**src/rtl/cpu_pkg.sv**
```systemverilog
// Shared CPU front-end definitions: word width, fetch FSM encoding, PC defaults.
package cpu_pkg;

  localparam int unsigned XLEN = 32;

  typedef logic [XLEN-1:0] word_t;

  localparam word_t RESET_PC_DEFAULT = 32'h0000_0000;
  localparam word_t TRAP_PC_DEFAULT  = 32'h0000_0080;

  typedef enum logic [1:0] {
    ST_BOOT = 2'd0,
    ST_RUN  = 2'd1,
    ST_WAIT = 2'd2
  } fetch_state_e;

  // A redirect request: valid flag plus destination address.
  typedef struct packed {
    logic  valid;
    word_t target;
  } redirect_t;

  // True when an address is not word aligned.
  function automatic logic is_misaligned(input word_t addr);
    return addr[1:0] != 2'b00;
  endfunction

endpackage

```
**src/rtl/pc_fetch_unit_if.sv**
```systemverilog
// Fetch-stage bus: PC / imem handshake plus redirect and hazard inputs.
interface pc_fetch_unit_if;
  import cpu_pkg::*;

  word_t pcp4_in;
  logic  stall;
  logic  branch_taken;
  word_t branch_target;
  logic  jump;
  word_t jump_target;
  logic  imem_ready;
  word_t pc;
  logic  imem_req;
  logic  if_valid;
  logic  misalign_trap;

  // Fetch unit side: owns the PC and IF/ID flags.
  modport master (
    input  pcp4_in, stall, branch_taken, branch_target, jump, jump_target, imem_ready,
    output pc, imem_req, if_valid, misalign_trap
  );

  // Environment side: incrementer, hazard unit, ID stage and imem.
  modport slave (
    output pcp4_in, stall, branch_taken, branch_target, jump, jump_target, imem_ready,
    input  pc, imem_req, if_valid, misalign_trap
  );

endinterface

```
**src/rtl/pc_redirect_mux.sv**
```systemverilog
// Combinational redirect selection: jump over branch over pending target,
// followed by alignment legalisation.
// PC_MISALIGN_TRAP_EN: misaligned targets divert to TRAP_PC and raise trap_c;
// otherwise the low two target bits are cleared and trap_c stays 0.
module pc_redirect_mux
  import cpu_pkg::*;
#(
  parameter word_t TRAP_PC = TRAP_PC_DEFAULT
) (
  input  logic      jump,
  input  word_t     jump_target,
  input  logic      branch_taken,
  input  word_t     branch_target,
  input  logic      pend,
  input  word_t     pending_pc,
  output redirect_t new_c,
  output redirect_t target_c,
  output logic      trap_c
);

  word_t raw;

`ifndef PC_MISALIGN_TRAP_EN
  // Low address bits and trap vector have no role when traps are disabled.
  logic unused_bits;
  assign unused_bits = ^{TRAP_PC, raw[1:0]};
`endif

  // Priority select and legalisation of the redirect destination.
  always_comb begin
    new_c           = '0;
    target_c        = '0;
    trap_c          = 1'b0;
    raw             = pending_pc;

    new_c.valid     = jump | branch_taken;
    new_c.target    = jump ? jump_target : branch_target;

    if (new_c.valid) begin
      raw = new_c.target;
    end
    target_c.valid  = new_c.valid | pend;

`ifdef PC_MISALIGN_TRAP_EN
    trap_c          = target_c.valid && is_misaligned(raw);
    target_c.target = trap_c ? TRAP_PC : raw;
`else
    target_c.target = {raw[XLEN-1:2], 2'b00};
`endif
  end

endmodule

```
**src/rtl/pc_fetch_unit.sv**
```systemverilog
// IF-stage program counter owner: BOOT/RUN/WAIT sequencing, redirects,
// stalls, imem wait states and the IF/ID valid flag.
// Optional macro PC_MISALIGN_TRAP_EN routes misaligned redirects to TRAP_PC.
module pc_fetch_unit
  import cpu_pkg::*;
#(
  parameter word_t RESET_PC = RESET_PC_DEFAULT,
  parameter word_t TRAP_PC  = TRAP_PC_DEFAULT
) (
  input  logic               clk,
  input  logic               rst_n,
  pc_fetch_unit_if.master    bus
);

  fetch_state_e state;
  logic         pend;
  word_t        pending_pc;
  redirect_t    new_c;
  redirect_t    target_c;
  logic         trap_c;

  pc_redirect_mux #(
    .TRAP_PC (TRAP_PC)
  ) u_redirect_mux (
    .jump          (bus.jump),
    .jump_target   (bus.jump_target),
    .branch_taken  (bus.branch_taken),
    .branch_target (bus.branch_target),
    .pend          (pend),
    .pending_pc    (pending_pc),
    .new_c         (new_c),
    .target_c      (target_c),
    .trap_c        (trap_c)
  );

  // Fetch FSM with registered PC, request, valid and trap outputs.
  always_ff @(posedge clk or negedge rst_n) begin
    if (!rst_n) begin
      state             <= ST_BOOT;
      pend              <= 1'b0;
      pending_pc        <= '0;
      bus.pc            <= RESET_PC;
      bus.imem_req      <= 1'b0;
      bus.if_valid      <= 1'b0;
      bus.misalign_trap <= 1'b0;
    end else begin
      bus.misalign_trap <= 1'b0;
      case (state)
        ST_BOOT: begin
          bus.imem_req <= 1'b1;
          state        <= ST_RUN;
        end

        ST_RUN: begin
          if (new_c.valid) begin
            bus.pc            <= target_c.target;
            bus.if_valid      <= 1'b0;
            bus.misalign_trap <= trap_c;
          end else if (bus.stall) begin
            // hold pc and if_valid
          end else if (!bus.imem_ready) begin
            bus.if_valid <= 1'b0;
            state        <= ST_WAIT;
          end else begin
            bus.pc       <= bus.pcp4_in;
            bus.if_valid <= 1'b1;
          end
        end

        ST_WAIT: begin
          if (bus.imem_ready) begin
            state <= ST_RUN;
            pend  <= 1'b0;
            if (target_c.valid) begin
              // same-cycle redirect wins, else the latched one
              bus.pc            <= target_c.target;
              bus.if_valid      <= 1'b0;
              bus.misalign_trap <= trap_c;
            end else if (bus.stall) begin
              bus.if_valid <= 1'b0;
            end else begin
              bus.pc       <= bus.pcp4_in;
              bus.if_valid <= 1'b1;
            end
          end else if (new_c.valid) begin
            // pc must stay put; remember the latest redirect
            pend       <= 1'b1;
            pending_pc <= new_c.target;
          end
        end

        default: begin
          state <= ST_BOOT;
        end
      endcase
    end
  end

endmodule

```
**src/flat_wrapper.sv**
```systemverilog
// flat-port wrapper written by rule: the top's interface ports become plain ports
module pc_fetch_unit_flat import cpu_pkg::*;
#(
  parameter word_t RESET_PC = RESET_PC_DEFAULT,
  parameter word_t TRAP_PC  = TRAP_PC_DEFAULT
)
  (clk, rst_n, bus_pcp4_in, bus_stall, bus_branch_taken, bus_branch_target, bus_jump, bus_jump_target, bus_imem_ready, bus_pc, bus_imem_req, bus_if_valid, bus_misalign_trap);
  pc_fetch_unit_if bus_i ();
  input  logic clk;
  input  logic rst_n;
  input wire logic [$bits(bus_i.pcp4_in)-1:0] bus_pcp4_in;
  input wire logic [$bits(bus_i.stall)-1:0] bus_stall;
  input wire logic [$bits(bus_i.branch_taken)-1:0] bus_branch_taken;
  input wire logic [$bits(bus_i.branch_target)-1:0] bus_branch_target;
  input wire logic [$bits(bus_i.jump)-1:0] bus_jump;
  input wire logic [$bits(bus_i.jump_target)-1:0] bus_jump_target;
  input wire logic [$bits(bus_i.imem_ready)-1:0] bus_imem_ready;
  output wire logic [$bits(bus_i.pc)-1:0] bus_pc;
  output wire logic [$bits(bus_i.imem_req)-1:0] bus_imem_req;
  output wire logic [$bits(bus_i.if_valid)-1:0] bus_if_valid;
  output wire logic [$bits(bus_i.misalign_trap)-1:0] bus_misalign_trap;
  assign bus_i.pcp4_in = bus_pcp4_in;
  assign bus_i.stall = bus_stall;
  assign bus_i.branch_taken = bus_branch_taken;
  assign bus_i.branch_target = bus_branch_target;
  assign bus_i.jump = bus_jump;
  assign bus_i.jump_target = bus_jump_target;
  assign bus_i.imem_ready = bus_imem_ready;
  assign bus_pc = bus_i.pc;
  assign bus_imem_req = bus_i.imem_req;
  assign bus_if_valid = bus_i.if_valid;
  assign bus_misalign_trap = bus_i.misalign_trap;
  pc_fetch_unit #(.RESET_PC(RESET_PC), .TRAP_PC(TRAP_PC)) u_core (.clk(clk), .rst_n(rst_n), .bus(bus_i));
endmodule
```
**config.mk**
```make
export PLATFORM = sky130hd
export DESIGN_NAME = pc_fetch_unit_flat
export DESIGN_NICKNAME = d
export VERILOG_FILES = /design/src/rtl/cpu_pkg.sv /design/src/rtl/pc_fetch_unit_if.sv /design/src/rtl/pc_redirect_mux.sv /design/src/rtl/pc_fetch_unit.sv /design/src/flat_wrapper.sv
export SDC_FILE = /design/constraint.sdc
export NUM_CORES = 1
export LEC_CHECK = 0
export ABC_CLOCK_PERIOD_IN_PS = 2320
export CORE_MARGIN = 10
export CORE_UTILIZATION = 35
export DETAILED_ROUTE_END_ITERATION = 10
export PLACE_DENSITY = 0.66
export SLEW_MARGIN = 20
export SYNTH_ARGS = -nofsm -noshare
export SYNTH_HDL_FRONTEND = slang
export SYNTH_SLANG_ARGS = --single-unit
```
**constraint.sdc**
```tcl
create_clock -name clk -period 2.32 [get_ports clk]
set_clock_uncertainty 0.1 [all_clocks]
set_input_delay 0.464 -clock clk [delete_from_list [all_inputs] [get_ports clk]]
set_output_delay 0.464 -clock clk [all_outputs]
set_load 0.01 [all_outputs]
```
### Word-level counts from Yosys, hierarchy flattened

Cells that the tools add are included.

| word-level totals | value |
|---|---|
| bits in registers | 69 |
| latch bits | 0 |
| RAM bits | 0 |
| bits in read-only memories | 0 |
| input port bits | 102 |
| output and inout port bits | 35 |
| word-level logic and storage cells | 51 |
| memories | 0 |

| cells by class | value |
|---|---|
| $add $sub $neg | 0 |
| multipliers | 0 |
| div/mod/pow operators | 0 |
| order comparisons | 0 |
| equal/unequal tests | 9 |
| shift-type cells | 0 |
| mux-type cells | 23 |
| bitwise logic cells | 3 |
| reductions and logical operators | 9 |

Operators with widths:

| cell | count |
|---|---|
| $mux W32 | 8 |
| $pmux W32 S2 | 1 |
| $ne A3 B2 Y1 const B | 3 |
| $mux W1 | 8 |
| $mux W2 | 4 |
| $ne A2 B2 Y1 const B | 4 |
| $pmux W2 S3 | 1 |
| $reduce_and A3 Y1 | 2 |
| $reduce_and A5 Y1 | 1 |
| $reduce_and A2 Y1 | 2 |
| $reduce_and A4 Y1 | 1 |
| $reduce_bool A2 Y1 | 2 |
| $eq A2 B1 Y1 const B | 1 |
| $eq A2 B2 Y1 const B | 1 |
| $logic_not A2 Y1 | 1 |
| $or A1 B1 Y1 | 2 |
| $pmux W1 S2 | 1 |
| $not A1 Y1 | 1 |

### Depth between registers and ports, before layout

Gate-level depths: netlist of run 1.

| depth | value |
|---|---|
| depth in word-level cells | 5 |
| mapped depth | 9 |
| depth with buffers taken out | 6 |

### By module

From an unflattened synthesis of run 1, not the netlist that was laid out.

| unflattened totals | value |
|---|---|
| cells, all modules | 384 |
| area total of the unflattened synthesis | 4229.1 sq um |

By module, submodules not included:

| module | instances | cells each | area each (sq um) | sequential area each (sq um) |
|---|---|---|---|---|
| pc_fetch_unit | 1 | 212 | 3209.3 | 1751.7 |
| pc_redirect_mux | 1 | 172 | 1019.7 | 0.0 |

### Least setup slack after synthesis of run 1

Ideal clock, no wire load.

| path | value |
|---|---|
| path kind | register -> register |
| from | register u_core.state[1] |
| to | register u_core.bus.pc[0] |
| setup time | 125 ps |
| data arrival time | 1648 ps |
| data required time | 2095 ps |
| slack | 447 ps |
| cell stages (with the launch flop) | 9 |
| buffers on the path | 2 |
| clock period less this slack | 1873 ps |
| cells stage by stage | dfrtp_1 inv_1 ha_1 nand2b_1 a31oi_1 o21a_1 buf_2 buf_6 mux2_4 |

| on the way | value |
|---|---|
| word-level cells in the longest chain between the ends | 3 |
| elaborated cells between the ends (all ways) | 9 |
| those cells by class | eq/ne: 6; mux: 1; reduce/logical: 2 |

Ends and longest elaborated chain:

| item | line | RTL |
|---|---|---|
| from (decl) | pc_fetch_unit.sv:15 | `fetch_state_e state;` |
| from (signal assigned) | pc_fetch_unit.sv:39 | `state <= ST_BOOT;` |
| from (signal assigned) | pc_fetch_unit.sv:51 | `state <= ST_RUN;` |
| from (signal assigned) | pc_fetch_unit.sv:63 | `state <= ST_WAIT;` |
| $eq A2 B1 Y1 / $eq A2 B2 Y1 (equally long branches) | pc_fetch_unit.sv:48 | `case (state)` |
| $ne A3 B2 Y1 (no source line) (tied with other cells) | n/a |  |
| $reduce_and A5 Y1 (no source line) | n/a |  |
| to (signal assigned) | pc_fetch_unit.sv:56 | `bus.pc <= target_c.target;` |
| to (signal assigned) | pc_fetch_unit.sv:65 | `bus.pc <= bus.pcp4_in;` |
| to (signal assigned) | pc_fetch_unit.sv:76 | `bus.pc <= target_c.target;` |
| to (decl) | pc_fetch_unit_if.sv:20 | `output pc, imem_req, if_valid, misalign_trap` |

Several ways; a longest one is shown, not always the timed one.
A chain may end at the register's enable or synchronous reset.

### Worst setup path after layout of run 1

| path | value |
|---|---|
| from | register u_core.state[0] |
| to | register u_core.bus.pc[24] |

The elaborated chain is that of the path after synthesis.

==> reports/results.ini, run 1 <==
[cts]
cts.sinks = 67
cts_tree = yes
cts_max_level = 3
insertion_delay_ns = 0.33
cts_buffers = 9
clockBufferDepth = 2
cts_root_buffer = clkbuf_16
path_clk_slew_ns = 0.06

[synthesis]
ys_seq_area_share_pct = 36.5
synth_ff_type = dfrtp_1
synthCells = 509
synth-edff-count = 0
ys_ff_latch = 67
ys_warn_count = 0
syn-num-nets = 616
synth_area_per_cell_um2 = 9.02
ys_async_sr_fraction_pct = 100
synth_cell_type_count = 49
synth_area_mm2 = 0.00459

[drt]
wl_per_cell_um = 18.8
drtPass1Iterations = 5
ant_nets = 0
drt_iter0_drc = 329
num_vias = 4510
drc = 0
finalWirelength_mm = 15.1
via_per_inst = 5.62

[placed_design]
dpl_worst_slack_ns = 0.0403
dp_cells = 786
portBuffers = 131
gp_congestion = 0.821
post-dp-hpwl_mm = 10.8

[sta]
hold_violations = 0
min_period_over_period_pct = 91.1
setup_viol = 0
whs_ns = 0.360
slew_violations = 0
rsz0062_at_grt = false
min_period_ns = 2.11
fmax_mhz = 473
finalSetupTns_ns = 0
worst_pin_slew_ns = 0.896
relSlewSlack_pct = 40.0
layout_setup_ws_ns = 0.206

[critical_path]
worst-path-max-fanout = 19
cp-startpoint = u_core.state[0]
worst_ep_required_time_ns = 2.47
end_kind = flop
rr_startpoint = u_core.state[0]
worstSetupStartpointType = flop
cp_data_arrival_time_ns = 2.27
reg2reg_depth = 6
criticalPathCategory = reg2reg
r2r_end = u_core.bus.pc[24]
r2r_slack_ns = 0.21

[cells_and_area]
layout-drive-gt1-share_pct = 9.84
fin_cells = 803
fin_util_pct = 49.7
layout-area-overhead-vs-synth_pct = 37.8
final_nets = 733

[power]
ir_worst_vdd_mv = 0.551
p_leak_uw = 0.00259
power_density_mw_per_mm2 = 1140

[global_route]
grt_max_degree = 54
grt_antenna_before_repair = 1
track_usage_pct = 16.3
grt_pass1_vias = 4724
grt_overflow_total = 0
grt_pass1_wl_mm = 24.0

[floorplan]
die_h_um = 135
dieArea_mm2 = 0.0181
num_rows = 41
start_util_pct = 36.1
core_area_mm2 = 0.0127
die_x_um = 135
io_pins = 137

[outcome]
outcome = finished clean

[run]
max-cap-violations = 0

[worst_hold_path]
hp-class = reg2reg
min_to = u_core.bus.imem_req
holdPathStages = 1
holdCritStartpoint = u_core.bus.imem_req

[cells in the mapped netlist, types with 13 or more instances]
library cell  count  area, µm²
a21oi_1          68        340
nor2_1           23       86.3
a311oi_1         13        114
o22ai_1          30        188
inv_1            33        124
mux2i_1          23        230
dfrtp_1          67       1680
buf_2            21        105
a221oi_1         23        201
nor2b_1          23        144
nand2b_1         35        219
[cell families (layout without fill, tap and decap cells)]
kind of cell               Yosys count  in the layout  share of synthesized area (%)
AOI/OAI and AO/OA                  197            197                           29.2
other                                1              2                         0.0817
and+or+nand+nor                    123            123                           15.2
adders and majority gates            5              5                           1.36
buffers and inverters               81            202                           9.02
DFF                                 67             67                           36.5
muxes                               35             35                           8.62
[final cells by class]
cell class / instances / area [µm²]
repair buffers: 154 / 1510
clock inverters: 6 / 57.6
clock buffers: 9 / 225
inverters: 33 / 124
diodes: 1 / 2.50
well taps: 172 / 215
flip-flops and latches: 67 / 1680
fillers: 1224 / 6400
multi-input cells: 361 / 2510
[stage by stage]
step | cell area, µm² | power [µW]
2_1_floorplan | 4590 | 4410
6_report | 6330 | 7190
4_1_cts | 6320 | 7270
3_3_place_gp | 6030 | 5780
5_1_grt | 6330 | 7660
3_5_place_dp | 6030 | 5900
[what timing repair did]
item                                   4_1_cts  5_1_grt
buffers inserted                             0        0
hold buffers                                 1        0
gates resized for setup                      0        0
endpoints found under the hold margin       29        0
[how the worst max path moves through the flow]
stage | to | slack [ns] | cells after the start
final | u_core.bus.pc[24] | 0.21 | 6
after global routing | u_core.bus.pc[27] | 0.05 | 6
after CTS | u_core.bus.pc[24] | 0.22 | 6
after detailed placement | u_core.pending_pc[21] | 0.04 | 6
after global placement | u_core.pending_pc[18] | 0.1 | 6
after floorplan | u_core.bus.pc[0] | 0.45 | 8
[metal layers]
layer	wire length (µm)	track usage, %	up-vias
li1	-	-	2126
met1	6550	19.3	2177
met2	7150	27.2	185
met3	1060	4.01	22
met4	293	7.19	0
met5	0	0	-
[cell usage in the layout, fill, tap and decap left out, drive strengths merged, types with 2 or more instances in the layout]
cell type,synthesis,routed
nor2b,23,23
a221oi,24,24
nor3,11,11
a211o,6,6
inv,33,33
o22a,12,12
nand3,2,2
nand3b,3,3
nand2b,35,35
mux2,12,12
o22ai,30,30
or2,2,2
clkbuf,12,9
clkinv,0,4
buf,36,25
clkdlybuf4s50,0,128
nor2,24,24
nand2,10,10
mux2i,23,23
dfrtp,67,67
a21oi,69,69
a22oi,9,9
and3,2,2
nor3b,10,10
a311oi,13,13
o211ai,11,11
o21ai,12,12
ha,5,5
o21a,2,2
[power by group]
part	internal [µW]	switching, µW
logic	1980	1730
clock network	817	512
registers	1770	384
[critical path, stage by stage (launching register included)]
cell	delay, ns
dfrtp_1	0.41
inv_1	0.13
ha_2	0.45
inv_1	0.35
a22oi_1	0.26
o211ai_1	0.15
mux2i_1	0.17
[flip-flops by register name, summed over array words and instances (netlist names)]
signal and count:
u_core.bus.imem_req 1, u_core.pending_pc 30, u_core.bus.pc 32, u_core.bus.if_valid 1, u_core.pend 1, u_core.state 2
Power figures use the tool's default switching activity.
==> inputs of run 2 (changes only) <==
--- a/config.mk
+++ b/config.mk
@@ -7,5 +7,5 @@
 export LEC_CHECK = 0
 export ABC_CLOCK_PERIOD_IN_PS = 2320
-export CORE_MARGIN = 10
+export CORE_MARGIN = 2
 export CORE_UTILIZATION = 35
 export DETAILED_ROUTE_END_ITERATION = 10
==> constraint.sdc (replaced) <==
create_clock -name clk -period 2.32 [get_ports clk]
set_clock_uncertainty 0.1 [all_clocks]
set_input_delay 0.232 -clock clk [delete_from_list [all_inputs] [get_ports clk]]
set_output_delay 0.232 -clock clk [all_outputs]
set_load 0.01 [all_outputs]
==> run 2 against run 1 <==
Effect of this change: hold slack got worse by 0.14 ns; sequential power about the same; clock power increased by 15%; via count decreased by 0.33%.
==> reports/results.ini, run 2 (synthesized netlist as in run 1, its figures left out) <==
[critical_path]
worst_ep_required_time_ns = 2.47  ; about the same
worst-path-max-fanout = 22  ; was 19
worstSetupStartpointType = flop  ; unchanged
criticalPathCategory = reg2reg  ; unchanged
slowest_delay_ns = 0.40  ; was 0.45 ns
path_common_cell = buf_12  ; was inv_1
cpMaxStageDelayCell = dfrtp_1  ; was ha_2
end_kind = flop  ; unchanged
critical_path.cell_chain = inv_1, ha_1, nand2b_1, a31oi_1, o21a_2, buf_12, buf_12, mux2i_1  ; was inv_1, ha_2, inv_1, a22oi_1, o211ai_1, mux2i_1
cp_data_arrival_time_ns = 2.21  ; was 2.27 ns

[drt]
wl_met3_um = 888  ; was 1.06 mm
drtPass1Iterations = 6  ; was 5
finalWirelength_mm = 13.8  ; was 15.1 mm
ant_nets = 0  ; unchanged
top_layer_used = met4  ; unchanged
via_per_inst = 5.63  ; was 5.62
wl_per_cell_um = 17.3  ; was 18.8 µm
route.met2.wl_mm = 6.46  ; was 7.15 mm
drt_iter0_drc = 336  ; was 329
drc = 0  ; unchanged
met1_length_mm = 6.24  ; was 6.55 mm
num_vias = 4495  ; was 4510

[worst_hold_path]
hp-class = in2reg  ; was reg2reg

[power]
seqPwrFrac_pct = 28.9  ; was 29.9%
power_frac_comb_pct = 50.4  ; was 51.6%
switching_power_uw = 2630  ; about the same
clockPowerShare_pct = 20.7  ; was 18.5%
ir_worst_vdd_mv = 0.575  ; was 0.551 mV
p_leak_uw = 0.00258  ; was 0.00259 µW
power_density_mw_per_mm2 = 1170  ; was 1140 mW/mm²
p_sw_share_pct = 35.7  ; was 36.5%
power.internal_uw = 4740  ; was 4570 µW

[cts]
clockBufferDepth = 2  ; unchanged
cts_tree = yes  ; unchanged
cts.sinks = 67  ; unchanged
cts_root_buffer = clkbuf_16  ; unchanged
ctsResizeCount = 0  ; unchanged
cts_max_level = 3  ; unchanged
cts_buffers = 9  ; unchanged
insertion_delay_ns = 0.33  ; about the same
cts_setup_buffers = 0  ; unchanged
ctsHoldBuffers = 1  ; unchanged
path_clk_slew_ns = 0.06  ; about the same

[sta]
hold_violations = 0  ; unchanged
fmax_mhz = 485  ; was 473 MHz
slew_violations = 0  ; unchanged
whs_ns = 0.217  ; was 0.360 ns
rsz0062_at_grt = false  ; unchanged
min_period_over_period_pct = 88.9  ; was 91.1%
worst_pin_slew_ns = 0.913  ; was 0.896 ns
relSlewSlack_pct = 38.9  ; was 40.0%
setup_viol = 0  ; unchanged
finalSetupTns_ns = 0  ; unchanged
layout_setup_ws_ns = 0.257  ; was 0.206 ns
min_period_ns = 2.06  ; was 2.11 ns

[floorplan]
die_x_um = 119  ; was 135 µm
dieArea_mm2 = 0.0140  ; was 0.0181 mm²
num_rows = 41  ; unchanged
io_pins = 137  ; unchanged
start_util_pct = 36.1  ; unchanged
die_h_um = 119  ; was 135 µm
core_area_mm2 = 0.0127  ; unchanged

[cells_and_area]
final_nets = 728  ; was 733
largest-register = u_core.bus.pc  ; unchanged
reg_top3 = u_core.bus.pc: 32 flops, u_core.pending_pc: 30 flops, u_core.state: 2 flops  ; unchanged
largest_reg_flops = 32  ; unchanged
layout_commonest_cell = clkdlybuf4s50_1  ; unchanged
fin_cells = 798  ; was 803
layout-area-overhead-vs-synth_pct = 37.7  ; was 37.8%
n_antenna_cell = 0  ; was 1
fin_util_pct = 49.7  ; about the same
final_cell_mix = 128 x clkdlybuf4s50_1, 68 x a21oi_1, 67 x dfrtp_1, 35 x nand2b_1, 33 x inv_1  ; unchanged
layout-drive-gt1-share_pct = 9.11  ; was 9.84%

[global_route]
grt_pass1_wl_mm = 22.4  ; was 24.0 mm
track_usage_pct = 19.5  ; was 16.3%
grt_max_degree = 68  ; was 54
grt_overflow_total = 0  ; unchanged
grt_antenna_before_repair = 0  ; was 1
grt_pass1_vias = 4545  ; was 4724

[placed_design]
post-dp-hpwl_mm = 9.23  ; was 10.8 mm
dp_cells = 781  ; was 786
dpl_worst_slack_ns = 0.140  ; was 0.0403 ns
gp_congestion = 0.806  ; was 0.821
portBuffers = 131  ; unchanged

[run]
max-cap-violations = 0  ; unchanged

[outcome]
outcome = finished clean  ; unchanged

[run 2: metal layers]
metal  vias to the layer above  track usage (%)
li1                       2112                -
met1                      2200             25.3
met2                       167             32.3
met3                        16             4.20
met4                         0             6.70
met5                         -                0
[run 2: critical path: cells and delay by family, from the launching register on]
| family | cells | cell delay (ns) |
|---|---|---|
| mux | 1 | 0.22 |
| buf+inv | 3 | 0.47 |
| fa+ha+maj | 1 | 0.24 |
| compound gates | 2 | 0.37 |
| flops | 1 | 0.40 |
| simple gates | 1 | 0.16 |
[run 2: power groups by stage]
stage / clock network, µW / registers, µW / logic, µW
after floorplan: 0 / 2210 / 2200
after global placement: 0 / 2120 / 3640
after detailed placement: 0 / 2130 / 3720
after CTS: 1550 / 2120 / 3740
after global routing: 1600 / 2190 / 4020
final: 1530 / 2130 / 3720
[run 2: final timing paths]
| check | startpoint | end | slack [ns] | cells after the start |
|---|---|---|---|---|
| setup / recovery | u_core.state[1] | u_core.bus.pc[11] | 0.26 | 8 |
| hold / removal | bus_branch_taken | u_core.bus.if_valid | 0.22 | 4 |
| setup reg to reg | u_core.state[1] | u_core.bus.pc[11] | 0.26 | 8 |
| hold reg to reg | u_core.bus.imem_req | u_core.bus.imem_req | 0.38 | 1 |
| max in group asynchronous | rst_n | u_core.bus.pc[12] | 1.06 | 2 |
| min in group asynchronous | rst_n | u_core.bus.pc[15] | 0.44 | 2 |
[run 2: cell type report]
class	count	area, µm²
timing repair buffer	149	1460
sequential	67	1680
clock inverter	4	72.6
fill	1187	6400
clock buffer	12	256
tap	172	215
inverter	33	124
multi-input combinational	361	2510
[run 2: through the flow]
stage,total power [µW],area [µm²]
finish,7370,6320
global route,7820,6320
CTS,7410,6320
detailed placement,5850,5980
global placement,5760,5980
floorplan,4410,4590
==> inputs of run 3 (changes only) <==
Settings changed: MAX_ROUTING_LAYER from default to met4, TNS_END_PERCENT from default to 30.
==> run 3 against run 2 <==
Effect of this change: critical endpoint is now u_core.bus.pc[23]; global-route usage is 1.2 points higher; largest cell class unchanged; register-to-register slack worse by 0.02 ns; die area stayed put; final cell count is 0.13% higher; non-clock buffer count is 1 higher; combinational power is 2% lower.
==> reports/results.ini, run 3 (synthesized netlist as in run 1, its figures left out) <==
[global_route]
grt_overflow_total = 0  ; unchanged
grt_antenna_before_repair = 0  ; unchanged
met3_usage_pct = 3.72  ; was 4.20%
met1_usage_pct = 26.7  ; was 25.3%
use_met2_pct = 32.8  ; was 32.3%
grt_max_degree = 66  ; was 68
grt_pass1_vias = 4651  ; was 4545
track_usage_pct = 20.7  ; was 19.5%
grt_pass1_wl_mm = 23.1  ; was 22.4 mm
grt_busiest_layer = met2  ; unchanged

[critical_path]
worst-path-max-fanout = 14  ; was 22
cp_data_arrival_time_ns = 2.23  ; was 2.21 ns
end_kind = flop  ; unchanged
worst_ep_required_time_ns = 2.47  ; about the same
criticalPathCategory = reg2reg  ; unchanged
worstSetupStartpointType = flop  ; unchanged

[power]
p_sw_share_pct = 36.4  ; was 35.7%
power_frac_comb_pct = 51.0  ; was 50.4%
seqPwrFrac_pct = 29.7  ; was 28.9%
clockPowerShare_pct = 19.3  ; was 20.7%
switching_power_uw = 2610  ; was 2630 µW
ir_worst_vdd_mv = 0.464  ; was 0.575 mV
p_leak_uw = 0.00257  ; was 0.00258 µW
power.internal_uw = 4550  ; was 4740 µW
power_density_mw_per_mm2 = 1140  ; was 1170 mW/mm²

[cts]
cts_root_buffer = clkbuf_16  ; unchanged
cts_tree = yes  ; unchanged
insertion_delay_ns = 0.33  ; about the same
cts.sinks = 67  ; unchanged
cts_max_level = 3  ; unchanged
cts_buffers = 9  ; unchanged
clockBufferDepth = 2  ; unchanged
path_clk_slew_ns = 0.06  ; about the same
ctsResizeCount = 0  ; unchanged

[sta]
worst_pin_slew_ns = 0.900  ; was 0.913 ns
finalSetupTns_ns = 0  ; unchanged
min_period_ns = 2.08  ; was 2.06 ns
setup_viol = 0  ; unchanged
min_period_over_period_pct = 89.7  ; was 88.9%
hold_violations = 0  ; unchanged
slew_violations = 0  ; unchanged
fmax_mhz = 481  ; was 485 MHz
rsz0062_at_grt = false  ; unchanged
relSlewSlack_pct = 39.8  ; was 38.9%
whs_ns = 0.240  ; was 0.217 ns

[drt]
drt_iter0_drc = 459  ; was 336
via_per_inst = 5.59  ; was 5.63
wl_per_cell_um = 17.4  ; was 17.3 µm
drtPass1Iterations = 5  ; was 6
num_vias = 4463  ; was 4495
drc = 0  ; unchanged
ant_nets = 0  ; unchanged
finalWirelength_mm = 13.9  ; was 13.8 mm

[cells_and_area]
final_nets = 729  ; was 728
layout_commonest_cell = clkdlybuf4s50_1  ; unchanged
reg_top3 = u_core.bus.pc: 32 flops, u_core.pending_pc: 30 flops, u_core.state: 2 flops  ; unchanged
fin_util_pct = 49.5  ; was 49.7%
n_antenna_cell = 0  ; unchanged
final_cell_mix = 128 x clkdlybuf4s50_1, 68 x a21oi_1, 67 x dfrtp_1, 35 x nand2b_1, 33 x inv_1  ; unchanged
layout-drive-gt1-share_pct = 9.41  ; was 9.11%
largest_reg_flops = 32  ; unchanged
largest-register = u_core.bus.pc  ; unchanged
stdcell_area_mm2 = 0.00630  ; was 0.00632 mm²
layout-area-overhead-vs-synth_pct = 37.3  ; was 37.7%

[floorplan]
io_pins = 137  ; unchanged
dieArea_mm2 = 0.0140  ; unchanged
core_area_mm2 = 0.0127  ; unchanged
die_x_um = 119  ; unchanged
num_rows = 41  ; unchanged
start_util_pct = 36.1  ; unchanged
die_h_um = 119  ; unchanged

[outcome]
outcome = finished clean  ; unchanged

[run]
max-cap-violations = 0  ; unchanged

[placed_design]
portBuffers = 131  ; unchanged
post-dp-hpwl_mm = 9.62  ; was 9.23 mm
gp_congestion = 0.837  ; was 0.806
place_area_mm2 = 0.00599  ; was 0.00598 mm²

[worst_hold_path]
hp-class = in2reg  ; unchanged

[run 3: cell types whose count changed in the layout (fill, tap and decap cells not counted)]
cell,before,now
buf_4,17,18
bufinv_16,2,1
clkbuf_1,1,0
clkbuf_8,2,1
clkinv_2,1,2
clkinv_4,0,2
[run 3: final cells by class]
type                       instances  area [µm²]
tap                              172         215
fill                            1227        6420
clock buffer                      10         239
clock inverter                     6        65.1
multi-input combinational        361        2510
inverter                          33         124
timing repair buffer             150        1470
sequential                        67        1680
[run 3: worst paths after layout]
path / from / to / slack (ns) / cells after the start
setup / recovery: u_core.state[0] / u_core.bus.pc[23] / 0.24 / 6
hold / removal: bus_branch_taken / u_core.bus.if_valid / 0.24 / 4
setup reg to reg: u_core.state[0] / u_core.bus.pc[23] / 0.24 / 6
hold reg to reg: u_core.bus.imem_req / u_core.bus.imem_req / 0.36 / 1
max in group asynchronous: rst_n / u_core.bus.pc[30] / 1.27 / 3
min in group asynchronous: rst_n / u_core.bus.pc[25] / 0.29 / 2
[run 3: layer usage]
layer	share of wire [%]	routed length, µm	vias to the layer above
met5	0	0	-
met4	1.5	212	0
met3	5.0	699	21
met2	47	6580	153
met1	46	6400	2172
li1	-	-	2117
[run 3: what timing repair did]
item / 4_1_cts / 5_1_grt
endpoints found under the setup margin: 0 / 0
setup buffers: 0 / 0
hold endpoints to repair: 29 / 0
hold buffers: 1 / 0
[run 3: power groups by stage]
| stage | clock [µW] | combinational, µW | sequential (µW) |
|---|---|---|---|
| after floorplan | 0 | 2200 | 2210 |
| after global placement | 0 | 3570 | 2130 |
| after detailed placement | 0 | 3670 | 2140 |
| after CTS | 1430 | 3690 | 2130 |
| after global routing | 1480 | 3980 | 2200 |
| final | 1390 | 3650 | 2130 |
[run 3: critical path: stages, from the launching register on]
cell and delay (ns):
dfrtp_1 0.41, inv_1 0.13, ha_2 0.41, inv_1 0.34, a22oi_1 0.25, o211ai_1 0.16, mux2i_1 0.20
[run 3: through the flow]
step	setup slack, ns	power, µW	std cells
after floorplan	0.447	4410	509
after global placement	0.246	5690	782
after detailed placement	0.209	5810	782
after CTS	0.243	7240	799
after global routing	0.0851	7660	799
final	0.240	7170	799
